**src/rtl/spi_target.sv**
```systemverilog
// SPI mode-0 target exposing a 2**ADDR_W x 8 register bank to an external SPI master,
// with a combinational local read port and a write-commit strobe for local logic.
module spi_target #(
  parameter int         ADDR_W    = 4,
  parameter logic [7:0] RESET_VAL = 8'h00
) (
  input  logic              clk,
  input  logic              rst_n,
  input  logic              sclk,
  input  logic              mosi,
  input  logic              ss_n,
  output logic              miso,
  output logic              miso_oe,
  input  logic [ADDR_W-1:0] loc_addr,
  output logic [7:0]        loc_rdata,
  output logic              wr_stb,
  output logic [ADDR_W-1:0] wr_addr,
  output logic [7:0]        wr_data
);

  localparam int DEPTH = 1 << ADDR_W;

  typedef enum logic [1:0] {IDLE, CMD, WDATA, RDATA} state_t;

  state_t            state;
  logic [7:0]        regs [DEPTH];
  logic [2:0]        sclk_q, ss_q;
  logic [1:0]        mosi_q;
  logic [1:0]        prime;
  logic              armed;
  logic [2:0]        bit_cnt;
  logic [6:0]        rx_shift;
  logic [7:0]        tx_shift;
  logic [ADDR_W-1:0] ptr;

  logic       sclk_rise, sclk_fall, ss_fall, ss_rise;
  logic [7:0] rx_byte;

  assign sclk_rise = sclk_q[1] & ~sclk_q[2];
  assign sclk_fall = ~sclk_q[1] & sclk_q[2];
  // A frame may only start once ss_n has been genuinely seen high after reset,
  // so a reset in the middle of a frame cannot fake a select edge.
  assign ss_fall   = armed & ss_q[2] & ~ss_q[1];
  assign ss_rise   = ss_q[1] & ~ss_q[2];
  assign rx_byte   = {rx_shift, mosi_q[1]};

  assign miso_oe   = ~ss_q[1];
  assign miso      = tx_shift[7] & ~ss_q[1];
  assign loc_rdata = regs[loc_addr];

  always_ff @(posedge clk) begin
    if (!rst_n) begin
      for (int i = 0; i < DEPTH; i++) regs[i] <= RESET_VAL;
      state    <= IDLE;
      sclk_q   <= 3'b000;
      ss_q     <= 3'b111;
      mosi_q   <= 2'b00;
      prime    <= 2'd0;
      armed    <= 1'b0;
      bit_cnt  <= 3'd0;
      rx_shift <= 7'd0;
      tx_shift <= 8'd0;
      ptr      <= '0;
      wr_stb   <= 1'b0;
      wr_addr  <= '0;
      wr_data  <= 8'd0;
    end else begin
      sclk_q <= {sclk_q[1:0], sclk};
      ss_q   <= {ss_q[1:0], ss_n};
      mosi_q <= {mosi_q[0], mosi};
      if (prime != 2'd2) prime <= prime + 2'd1;
      if (prime == 2'd2 && ss_q[1]) armed <= 1'b1;
      wr_stb <= 1'b0;

      if (ss_fall) begin
        state    <= CMD;
        bit_cnt  <= 3'd0;
        tx_shift <= 8'd0;
      end else if (ss_rise) begin
        state    <= IDLE;
        bit_cnt  <= 3'd0;
        tx_shift <= 8'd0;
      end else if (state != IDLE) begin
        if (sclk_rise) begin
          rx_shift <= rx_byte[6:0];
          bit_cnt  <= bit_cnt + 3'd1;
          if (bit_cnt == 3'd7) begin
            case (state)
              CMD: begin
                if (rx_byte[7]) begin
                  state <= WDATA;
                  ptr   <= rx_byte[ADDR_W-1:0];
                end else begin
                  state    <= RDATA;
                  tx_shift <= regs[rx_byte[ADDR_W-1:0]];
                  ptr      <= rx_byte[ADDR_W-1:0] + ADDR_W'(1);
                end
              end
              WDATA: begin
                regs[ptr] <= rx_byte;
                wr_stb    <= 1'b1;
                wr_addr   <= ptr;
                wr_data   <= rx_byte;
                ptr       <= ptr + ADDR_W'(1);
              end
              RDATA: begin
                tx_shift <= regs[ptr];
                ptr      <= ptr + ADDR_W'(1);
              end
              default: ;
            endcase
          end
        end else if (sclk_fall && state == RDATA && bit_cnt != 3'd0) begin
          // The falling edge right after a reload must keep the fresh MSB on miso.
          tx_shift <= {tx_shift[6:0], 1'b0};
        end
      end
    end
  end

endmodule

```
**config.mk**
```make
export PLATFORM = sky130hd
export DESIGN_NAME = spi_target
export DESIGN_NICKNAME = d
export VERILOG_FILES = /design/src/rtl/spi_target.sv
export SDC_FILE = /design/constraint.sdc
export NUM_CORES = 1
export LEC_CHECK = 0
export CAP_MARGIN = 0
export CORE_MARGIN = 3
export CORE_UTILIZATION = 35
export CTS_CLUSTER_DIAMETER = 120
export DETAILED_ROUTE_END_ITERATION = 7
export PLACE_DENSITY = 0.52
export RECOVER_POWER = 100
export SLEW_MARGIN = 20
export SYNTH_ARGS = -nofsm -noshare
export SYNTH_HDL_FRONTEND = slang
export SYNTH_SLANG_ARGS = --single-unit
```
**constraint.sdc**
```tcl
create_clock -name clk -period 7.2 [get_ports clk]
set_input_delay 1.44 -clock clk [delete_from_list [all_inputs] [get_ports clk]]
set_output_delay 1.44 -clock clk [all_outputs]
set_load 0.03 [all_outputs]
```
==> summary.txt, run 1 <==
Worst setup path
  – Worst Setup End Kind: output port
  – Critical Path Source Type: primary input
  – Cell mode on critical path: mux4_2
  – Crit path max fanout: 32
  – Cell depth of the worst setup path: 5
  – Cell class contributing the biggest share of worst-path delay: buffers and inverters
  – Required time of the critical path: approximately 5.8 ns
  – WP data arrival: between 3 and 4 ns
  – R2R cell count: 7
  – Critical Path Slowest Stage Cell: dlygate4sd3_1
  – Critical Path, Cell by Cell: clkdlybuf4s50_1 > buf_4 > mux4_2 > mux4_2 > dlygate4sd3_1
  – CP Class: primary input to output port
  – Critical path buffers and inverters: 3
  – Worst path max stage delay: approximately 0.7 ns

STA
  – Relative slew slack: under 10%
  – Fmax: roughly 0.19 GHz
  – Final Hold Viols: 0
  – Slew Viols, Final: 0
  – Setup Viol. Count Final: 0
  – Final setup TNS: 0 ns
  – Tightest Pin Transition: between 1 and 1.5 ns
  – RSZ-0062 raised after global routing: false
  – Final Skew: ~0.02 ns
  – Min cycle time layout: 5.39 ns
  – Worst hold slack: around 0.42 ns
  – Post-route clock period utilization: 74.9%

Worst hold path
  – Hold depth: 1
  – Worst min path class: flip-flop to flip-flop

Global routing
  – Number of global-route vias before repair: slightly below 7000
  – Global-route wire length before repair: approximately 47 mm
  – Largest net degree at the start of global routing: 64
  – Total grt overflow: 0
  – Tot GR Track Use: 20.3%
  – Initial antenna violation count: 0

Route
  – Post-route ant nets: 0
  – Vias per inst: approximately 5.8
  – Routed len/inst: between 20 and 30 um
  – Initial drt markers: between 800 and 900
  – Routed wire length: 31.0 mm
  – First-pass DRT Iterations: 5
  – Drt drc: 0
  – Vias: slightly above 7000

Logic synthesis
  – Ys async rst share: 0%
  – Yosys warning count: 0
  – Sequential-to-total area share from yosys stat: 48.1%
  – EDFF count, synth: between 100 and 150
  – Post-synth top area share: between 30 and 40%
  – FF+latch count, synth: 180
  – Synth Cell Area: 10100 um2
  – Mapped Avg Cell Area: around 12 um2
  – Cells after Synth: just over 800
  – Mapped Nets: 843
  – Largest area contributor in the netlist: edfxtp_1
  – Top FF cell, synth: edfxtp_1
  – Netlist cell types: 53
  – Synth top area cells: edfxtp_1, mux4_2, dfxtp_1, and2_1, mux2i_1

Finish
  – Commonest non-fill, non-tap cell in the layout: edfxtp_1
  – Post-layout util: between 40% and 50%
  – Diodes inserted: 0
  – Commonest cells after routing, fill and taps aside: edfxtp_1, and2_0, mux4_2
  – Final #Nets: approximately 850
  – Area Overhead vs Synth: 12.1%
  – Filler cells: around 2600
  – Final Non-Filler Cells: about 1200
  – Share of cells above drive strength 1: approximately 17%

Placed design
  – Placed insts: between 1000 and 1500
  – Buffers on Ports: 31
  – Gpl congestion: slightly above 0.9
  – DP HPWL: between 20 and 25 mm

Clock network
  – Num CTS Buffers: 17
  – Hold-fix buffers at CTS: 0
  – CTS max path bufs: 2
  – Sink Count: 180
  – Later-pin clock latency in the skew report: approximately 0.45 ns
  – Clock tree from TritonCTS: done
  – H-tree Lvls: 4
  – Post-CTS resize count: 0
  – CTS root buf: clkbuf_16
  – Reg clk slew, reported paths: ~0.07 ns
  – Post CTS Setup Buffer Count: 0

Pwr
  – Peak VDD IR: between 0.00015 and 0.0002 V
  – Leak pwr: 3.66 nW
  – Pwr per Cell Area: approximately 200 nW/um2

Job
  – Max-Cap Viols: 0

Floorplanning
  – Die X: 176 um
  – Die area: between 30000 and 40000 um2
  – Boundary Pins: 32
  – Starting density of the core: 36.0%
  – Row cnt: 61
  – Core ar.: 28200 um2
  – Die H: ~180 um

Status
  – Status: finished clean
==> report_power, final <==
part           switching [mW]  total, mW  leakage [nW]  internal, mW
logic                  0.0954      0.180          1.63        0.0848
clock network           0.458      0.940         0.290         0.482
registers              0.0377       1.18          1.74          1.14
total                   0.591       2.30          3.66          1.71
==> final timing paths <==
path                             startpoint      endpoint  slack [ns]
worst max-delay path            loc_addr[1]  loc_rdata[1]        1.81
worst min-delay path                ss_q[0]       ss_q[1]        0.42
worst max register to register   bit_cnt[0]   regs[13][5]        3.81
worst min register to register      ss_q[0]       ss_q[1]        0.42
==> cell type report <==
type                       count  area (um2)  area share [%]
clock buffer                  19         454            4.00
clock inverter                13         131            1.16
inverter                      10        37.5           0.330
multi-input combinational    567        4930            43.3
sequential                   180        4890            43.0
tap                          378         473            4.16
timing repair buffer          59         454            4.00
==> sequential cells by signal (all words and copies together) (netlist names), named ones only <==
name / cells
ss_q: 3
sclk_q: 3
regs: 128
prime: 2
bit_cnt: 3
armed: 1
wr_stb: 1
state: 2
mosi_q: 2
tx_shift: 8
wr_data: 8
rx_shift: 7
ptr: 4
wr_addr: 4
==> through the flow <==
step	area (um2)	worst slack, ns	power, mW
5_1_grt	11400	1.71	2.37
2_1_floorplan	10100	2.70	1.31
3_3_place_gp	10900	1.70	1.38
4_1_cts	11400	1.64	2.32
3_5_place_dp	10900	1.64	1.39
6_report	11400	1.81	2.30
==> cells in the mapped netlist, types with 2 or more instances <==
cell type	count
xor2_1	2
nor2b_1	13
ha_1	9
nor2_1	41
nand4b_1	2
mux2_2	15
o211ai_1	4
mux2i_1	60
a31o_2	4
nand2b_1	6
inv_1	9
buf_1	10
a2111oi_0	4
a32oi_1	6
xnor2_1	3
nand3b_1	3
o21ai_0	23
and3_1	2
nor3_1	17
buf_2	14
a21oi_1	36
and2_1	120
nor2_4	2
dfxtp_1	52
edfxtp_1	128
a22o_1	2
nand2_1	57
mux4_2	76
a32o_1	2
a22oi_1	13
o221ai_1	4
clkbuf_1	43
nor4_2	2
nand3_1	15
o22ai_1	5
a311oi_1	4
==> kinds of logic after synthesis <==
family | count (synthesis) | synth area share (%)
simple gates | 288 | 15.4
flops | 180 | 48.2
mux | 151 | 24.5
compound gates | 114 | 7.31
buf+inv | 78 | 3.13
fa+ha+maj | 9 | 1.11
xor+xnor | 5 | 0.432
==> layer usage <==
metal | routed length (um) | vias to the layer above | track usage, % | share of wire [%]
met3 | 2420 | 58 | 5.01 | 7.8
met4 | 920 | 0 | 7.06 | 3.0
met2 | 14000 | 304 | 29.9 | 45
met1 | 13700 | 3567 | 29.3 | 44
li1 | - | 3138 | - | -
met5 | 0 | - | 0 | 0
No activity file was read; power rests on OpenSTA's default activity.
==> run 2: changes to the inputs <==
PLACE_DENSITY = 0.54   (was 0.52)
clock period = 4.8 ns   (was 7.2 ns; I/O delays follow)
==> summary.txt, run 2 (synthesis gave the netlist of run 1 again) <==
Route
  – Vias per inst: 5.70 (was 5.76)
  – Initial drt markers: 719 (was 846)
  – Vias: 7019 (was 7067)
  – Post-route ant nets: 0 (unchanged)
  – First-pass DRT Iterations: 5 (unchanged)
  – Routed wire length: 30.8 mm (was 31.0 mm)
  – Drt drc: 0 (unchanged)
  – Routed len/inst: 25.0 um (was 25.3 um)

Pwr
  – Combinational Power Share: 7.4% (was 7.8%)
  – Sw Ratio: 24.2% (was 25.7%)
  – Int Pwr: 2.62 mW (was 1.71 mW)
  – Peak VDD IR: 0.000187 V (was 0.000166 V)
  – Clock power frac: 41.4% (was 40.9%)
  – Flop pwr share: 51.2% (about the same)
  – Leak pwr: 3.66 nW (about the same)
  – Pwr per Cell Area: 304 nW/um2 (was 202 nW/um2)
  – NetSw: 0.836 mW (was 0.591 mW)

Status
  – Status: finished clean (unchanged)

Clock network
  – Clock tree from TritonCTS: done (unchanged)
  – Post-CTS resize count: 0 (unchanged)
  – Reg clk slew, reported paths: 0.07 ns (about the same)
  – Post CTS Setup Buffer Count: 0 (unchanged)
  – Later-pin clock latency in the skew report: 0.44 ns (was 0.45 ns)
  – Num CTS Buffers: 17 (unchanged)
  – Sink Count: 180 (unchanged)
  – CTS root buf: clkbuf_16 (unchanged)
  – H-tree Lvls: 4 (unchanged)
  – Hold-fix buffers at CTS: 0 (unchanged)
  – CTS max path bufs: 2 (unchanged)

Global routing
  – Global-route wire length before repair: 45.6 mm (was 46.6 mm)
  – Largest net degree at the start of global routing: 59 (was 64)
  – Tot GR Track Use: 20.1% (was 20.3%)
  – Total grt overflow: 0 (unchanged)
  – Number of global-route vias before repair: 6915 (was 6825)
  – Initial antenna violation count: 0 (unchanged)

STA
  – Relative slew slack: 5.01% (was 6.74%)
  – Tightest Pin Transition: 1.42 ns (was 1.40 ns)
  – Slew Viols, Final: 0 (unchanged)
  – Final Skew: 0.0126 ns (was 0.0202 ns)
  – Fmax: 0.243 GHz
  – Final Hold Viols: 0 (unchanged)
  – Post-route clock period utilization: a little under nine tenths
  – Final setup TNS: 0 ns (unchanged)
  – Min cycle time layout: between 4 and 5 ns
  – RSZ-0062 raised after global routing: false (unchanged)
  – Setup Viol. Count Final: 0 (unchanged)

Finish
  – Commonest cells after routing, fill and taps aside: edfxtp_1, mux4_2, and2_0 (was edfxtp_1, and2_0, mux4_2)
  – FF/Latch Area: 4890 um2 (about the same)
  – Commonest non-fill, non-tap cell in the layout: edfxtp_1 (unchanged)
  – Share of cells above drive strength 1: 17.5% (was 17.2%)
  – Area Overhead vs Synth: 12.0% (was 12.1%)
  – Footprint of the multi-input gates: 4930 um2 (unchanged)
  – Post-layout util: 40.3% (was 40.4%)
  – Largest register FFs: 128 (unchanged)
  – Reg with most FFs: regs (unchanged)
  – Biggest regs: regs x128, tx_shift x8, wr_data x8 (unchanged)
  – Final #Nets: 858 (was 853)
  – Filler cells: 2661 (was 2634)

Worst setup path
  – R2R cell count: 8 (was 7)
  – Required time of the critical path: 4.91 ns (was 5.76 ns)
  – Worst Setup End Kind: flip-flop (was output port)
  – Critical Path Source Type: primary input (unchanged)
  – WP data arrival: 4.23 ns (was 3.95 ns)
  – CP Class: primary input to flip-flop (was primary input to output port)
  – Crit path max fanout: 30 (was 32)

Placed design
  – Gpl congestion: 0.894 (was 0.911)
  – Buffers on Ports: 31 (unchanged)
  – DP HPWL: 22.4 mm (was 21.8 mm)

Floorplanning
  – Die X: 176 um (unchanged)
  – Die H: 176 um (unchanged)
  – Row cnt: 61 (unchanged)
  – Core ar.: 28200 um2 (unchanged)
  – Die area: 31100 um2 (unchanged)
  – Starting density of the core: 36.0% (unchanged)
  – Boundary Pins: 32 (unchanged)

Worst hold path
  – Worst min path class: flip-flop to flip-flop (unchanged)
  – Hold depth: 1 (unchanged)

Job
  – Max-Cap Viols: 0 (unchanged)
==> run 2: cell types whose count changed in the layout (fill, tap and decap cells not counted), sizes merged <==
cell	delta
inv	-3
clkinvlp	+1
dlygate4sd3	-7
buf	+5
clkbuf	+8
bufinv	+2
clkdlybuf4s50	-1
diode	+1
==> run 2: worst max-delay path, cell delays in order <==
cell,delay (ns)
dlygate4sd3_1,0.52
clkbuf_1,1.03
nand2_1,0.55
o21ai_0,0.81
clkbuf_1,0.34
==> run 2: cell type report <==
type	count	area share, %
Antenna cell	1	0.0220
Clock buffer	19	3.90
Clock inverter	13	1.33
Inverter	10	0.330
Multi-Input combinational cell	567	43.4
Sequential cell	180	43.0
Tap cell	378	4.16
Timing Repair Buffer	64	3.86
==> run 2: final timing paths <==
path / slack (ns) / to / startpoint
setup reg to reg: 1.37 / regs[5][2] / bit_cnt[0]
setup / recovery: 0.68 / regs[10][0] / rst_n
hold reg to reg: 0.41 / ss_q[1] / ss_q[0]
hold / removal: 0.41 / ss_q[1] / ss_q[0]
==> run 2: per-layer routing <==
metal	global-route usage [%]	part of all wire, %	vias up
li1	-	-	3152
met1	27.7	44	3550
met2	31.5	47	251
met3	4.17	6.2	66
met4	7.13	3.3	0
met5	0	0	-
==> run 2: power groups by stage <==
stage / Clock [mW] / Sequential [mW] / Combinational, mW
2_1_floorplan: 0 / 1.77 / 0.202
6_report: 1.43 / 1.77 / 0.257
3_5_place_dp: 0 / 1.80 / 0.271
4_1_cts: 1.46 / 1.77 / 0.272
3_3_place_gp: 0 / 1.80 / 0.267
5_1_grt: 1.52 / 1.77 / 0.277
==> run 2: per-stage QoR <==
stage,hold WS [ns],power [mW],setup WS (ns),area [um2],std cells
after floorplan,0.386,1.97,1.26,10100,825
after global placement,0.398,2.07,0.960,10900,1199
after detailed placement,0.400,2.07,0.956,10900,1199
after CTS,0.417,3.50,0.952,11500,1231
after global routing,0.445,3.57,0.432,11400,1231
final,0.411,3.46,0.679,11400,1232
==> run 3: changes to the inputs <==
CORE_MARGIN = 1   (was 3)
==> summary.txt, run 3 (synthesis gave the netlist of run 1 again) <==
Route
  – Initial drt markers: 866 (was 719)
  – First-pass DRT Iterations: 5 (unchanged)
  – Vias per inst: 5.87 (was 5.70)
  – Routed len/inst: 25.5 um (was 25.0 um)
  – Vias: 7236 (was 7019)
  – Routed wire length: 31.4 mm (was 30.8 mm)
  – Post-route ant nets: 0 (unchanged)
  – Drt drc: 0 (unchanged)

Worst setup path
  – Critical Path Slowest Stage Cell: clkbuf_2 (was clkbuf_1)
  – Required time of the critical path: 3.84 ns (was 4.91 ns)
  – Worst flop-to-flop path endpoint: regs[5][0] (was regs[5][2])
  – Cell mode on critical path: mux4_2 (was clkbuf_1)
  – Worst Setup End Kind: output port (was flip-flop)
  – CP Class: primary input to output port (was primary input to flip-flop)
  – Critical Path, Cell by Cell: clkdlybuf4s50_1 > clkbuf_2 > mux4_2 > mux4_2 > clkbuf_1 (was dlygate4sd3_1 > clkbuf_1 > nand2_1 > o21ai_0 > clkbuf_1)
  – Crit path max fanout: 32 (was 30)
  – Worst path max stage delay: 0.67 ns (was 1.03 ns)
  – Worst r2r src: bit_cnt[0] (unchanged)
  – WP data arrival: 3.31 ns (was 4.23 ns)
  – R2R cell count: 8 (unchanged)
  – Flop2flop setup slack: 1.11 ns (was 1.37 ns)
  – Critical Path Source Type: primary input (unchanged)

STA
  – Setup Viol. Count Final: 0 (unchanged)
  – Final Hold Viols: 0 (unchanged)
  – Final setup TNS: 0 ns (unchanged)
  – Final Skew: 0.0249 ns (was 0.0126 ns)
  – RSZ-0062 raised after global routing: false (unchanged)
  – Min cycle time layout: 4.27 ns (was 4.12 ns)
  – Post-route clock period utilization: 88.9% (was 85.9%)
  – Fmax: 0.234 GHz (was 0.243 GHz)
  – Relative slew slack: 17.9% (was 5.01%)
  – Worst hold slack: 0.414 ns (was 0.411 ns)
  – Slew Viols, Final: 0 (unchanged)
  – Tightest Pin Transition: 1.23 ns (was 1.42 ns)

Worst hold path
  – Hold_sp: ss_q[0] (unchanged)
  – Worst min path class: flip-flop to flip-flop (unchanged)
  – Hold depth: 1 (unchanged)
  – Hold EP: ss_q[1] (unchanged)

Pwr
  – Pwr per Cell Area: 313 nW/um2 (was 304 nW/um2)
  – Leak pwr: 3.70 nW (was 3.66 nW)
  – Power Total: 3.57 mW (was 3.46 mW)
  – Peak VDD IR: 0.000232 V (was 0.000187 V)

Floorplanning
  – Boundary Pins: 32 (unchanged)
  – Die X: 172 um (was 176 um)
  – Die H: 172 um (was 176 um)
  – Core ar.: 28200 um2 (unchanged)
  – Die area: 29700 um2 (was 31100 um2)
  – Row cnt: 61 (unchanged)
  – Starting density of the core: 36.0% (unchanged)

Placed design
  – Gpl congestion: 0.911 (was 0.894)
  – DP HPWL: 22.4 mm (about the same)
  – Placed insts: 1200 (was 1199)
  – Buffers on Ports: 31 (unchanged)

Finish
  – Filler cells: 2655 (was 2661)
  – Diodes inserted: 0 (was 1)
  – Largest register FFs: 128 (unchanged)
  – Commonest cells after routing, fill and taps aside: edfxtp_1, mux4_2, and2_0 (unchanged)
  – Biggest regs: regs x128, tx_shift x8, wr_data x8 (unchanged)
  – Reg with most FFs: regs (unchanged)
  – Footprint of the multi-input gates: 4910 um2 (was 4930 um2)
  – Commonest non-fill, non-tap cell in the layout: edfxtp_1 (unchanged)
  – Area Overhead vs Synth: 12.3% (was 12.0%)
  – Final Non-Filler Cells: 1232 (unchanged)
  – Final #Nets: 859 (was 858)
  – FF/Latch Area: 4890 um2 (unchanged)
  – Share of cells above drive strength 1: 17.2% (was 17.5%)

Clock network
  – CTS root buf: clkbuf_16 (unchanged)
  – Post CTS Setup Buffer Count: 0 (unchanged)
  – Clock tree from TritonCTS: done (unchanged)
  – CTS max path bufs: 2 (unchanged)
  – Num CTS Buffers: 17 (unchanged)
  – Post-CTS resize count: 0 (unchanged)
  – H-tree Lvls: 4 (unchanged)
  – Hold-fix buffers at CTS: 0 (unchanged)
  – Reg clk slew, reported paths: 0.06 ns (was 0.07 ns)
  – Later-pin clock latency in the skew report: 0.44 ns (about the same)
  – Sink Count: 180 (unchanged)

Global routing
  – Global-route wire length before repair: 46.9 mm (was 45.6 mm)
  – Largest net degree at the start of global routing: 59 (unchanged)
  – Total grt overflow: 0 (unchanged)
  – Initial antenna violation count: 1 (was 0)
  – Tot GR Track Use: 22.2% (was 20.1%)
  – Number of global-route vias before repair: 6927 (was 6915)

Status
  – Status: finished clean (unchanged)

Job
  – Max-Cap Viols: 0 (unchanged)
run 3: worst max path at each step:
| stage | start | to | depth (start not counted) | slack, ns |
|---|---|---|---|---|
| 3_3_place_gp | loc_addr[1] | loc_rdata[1] | 5 | 0.93 |
| 6_report | loc_addr[1] | loc_rdata[1] | 5 | 0.53 |
| 2_1_floorplan | loc_addr[0] | loc_rdata[0] | 4 | 1.26 |
| 5_1_grt | loc_addr[1] | loc_rdata[1] | 5 | 0.44 |
| 3_5_place_dp | loc_addr[1] | loc_rdata[1] | 5 | 0.89 |
| 4_1_cts | loc_addr[1] | loc_rdata[1] | 5 | 0.88 |
run 3: layout make-up:
cell class / count / area share, %
Multi-Input combinational cell: 567 / 43.1
Sequential cell: 180 / 42.9
Clock buffer: 22 / 4.36
Tap cell: 378 / 4.15
Timing Repair Buffer: 65 / 3.93
Clock inverter: 10 / 1.22
Inverter: 10 / 0.329
run 3: per-layer routing:
metal	vias to the layer above	GRT usage, %	wire length [um]
li1	3151	-	-
met1	3641	31.6	13400
met2	383	33.1	13900
met3	59	4.26	3000
met4	2	8.58	1020
met5	-	1.39	14
run 3: through the flow:
step,util [%],instance area [um2],setup WS (ns)
5_1_grt,40.5,11400,0.437
2_1_floorplan,-,10100,1.26
3_3_place_gp,38.6,10900,0.934
6_report,40.5,11400,0.532
4_1_cts,40.9,11500,0.884
3_5_place_dp,38.6,10900,0.889
run 3: power by group:
part / internal [mW] / switching, mW / total [mW] / leakage (nW)
registers: 1.71 / 0.0644 / 1.77 / 1.74
clock network: 0.902 / 0.633 / 1.54 / 0.318
logic: 0.122 / 0.136 / 0.258 / 1.64
total: 2.74 / 0.833 / 3.57 / 3.70
run 3: critical path, delay by kind of cell:
| family | cells | cell delay [ns] |
|---|---|---|
| buf+inv | 3 | 1.37 |
| mux | 2 | 0.95 |
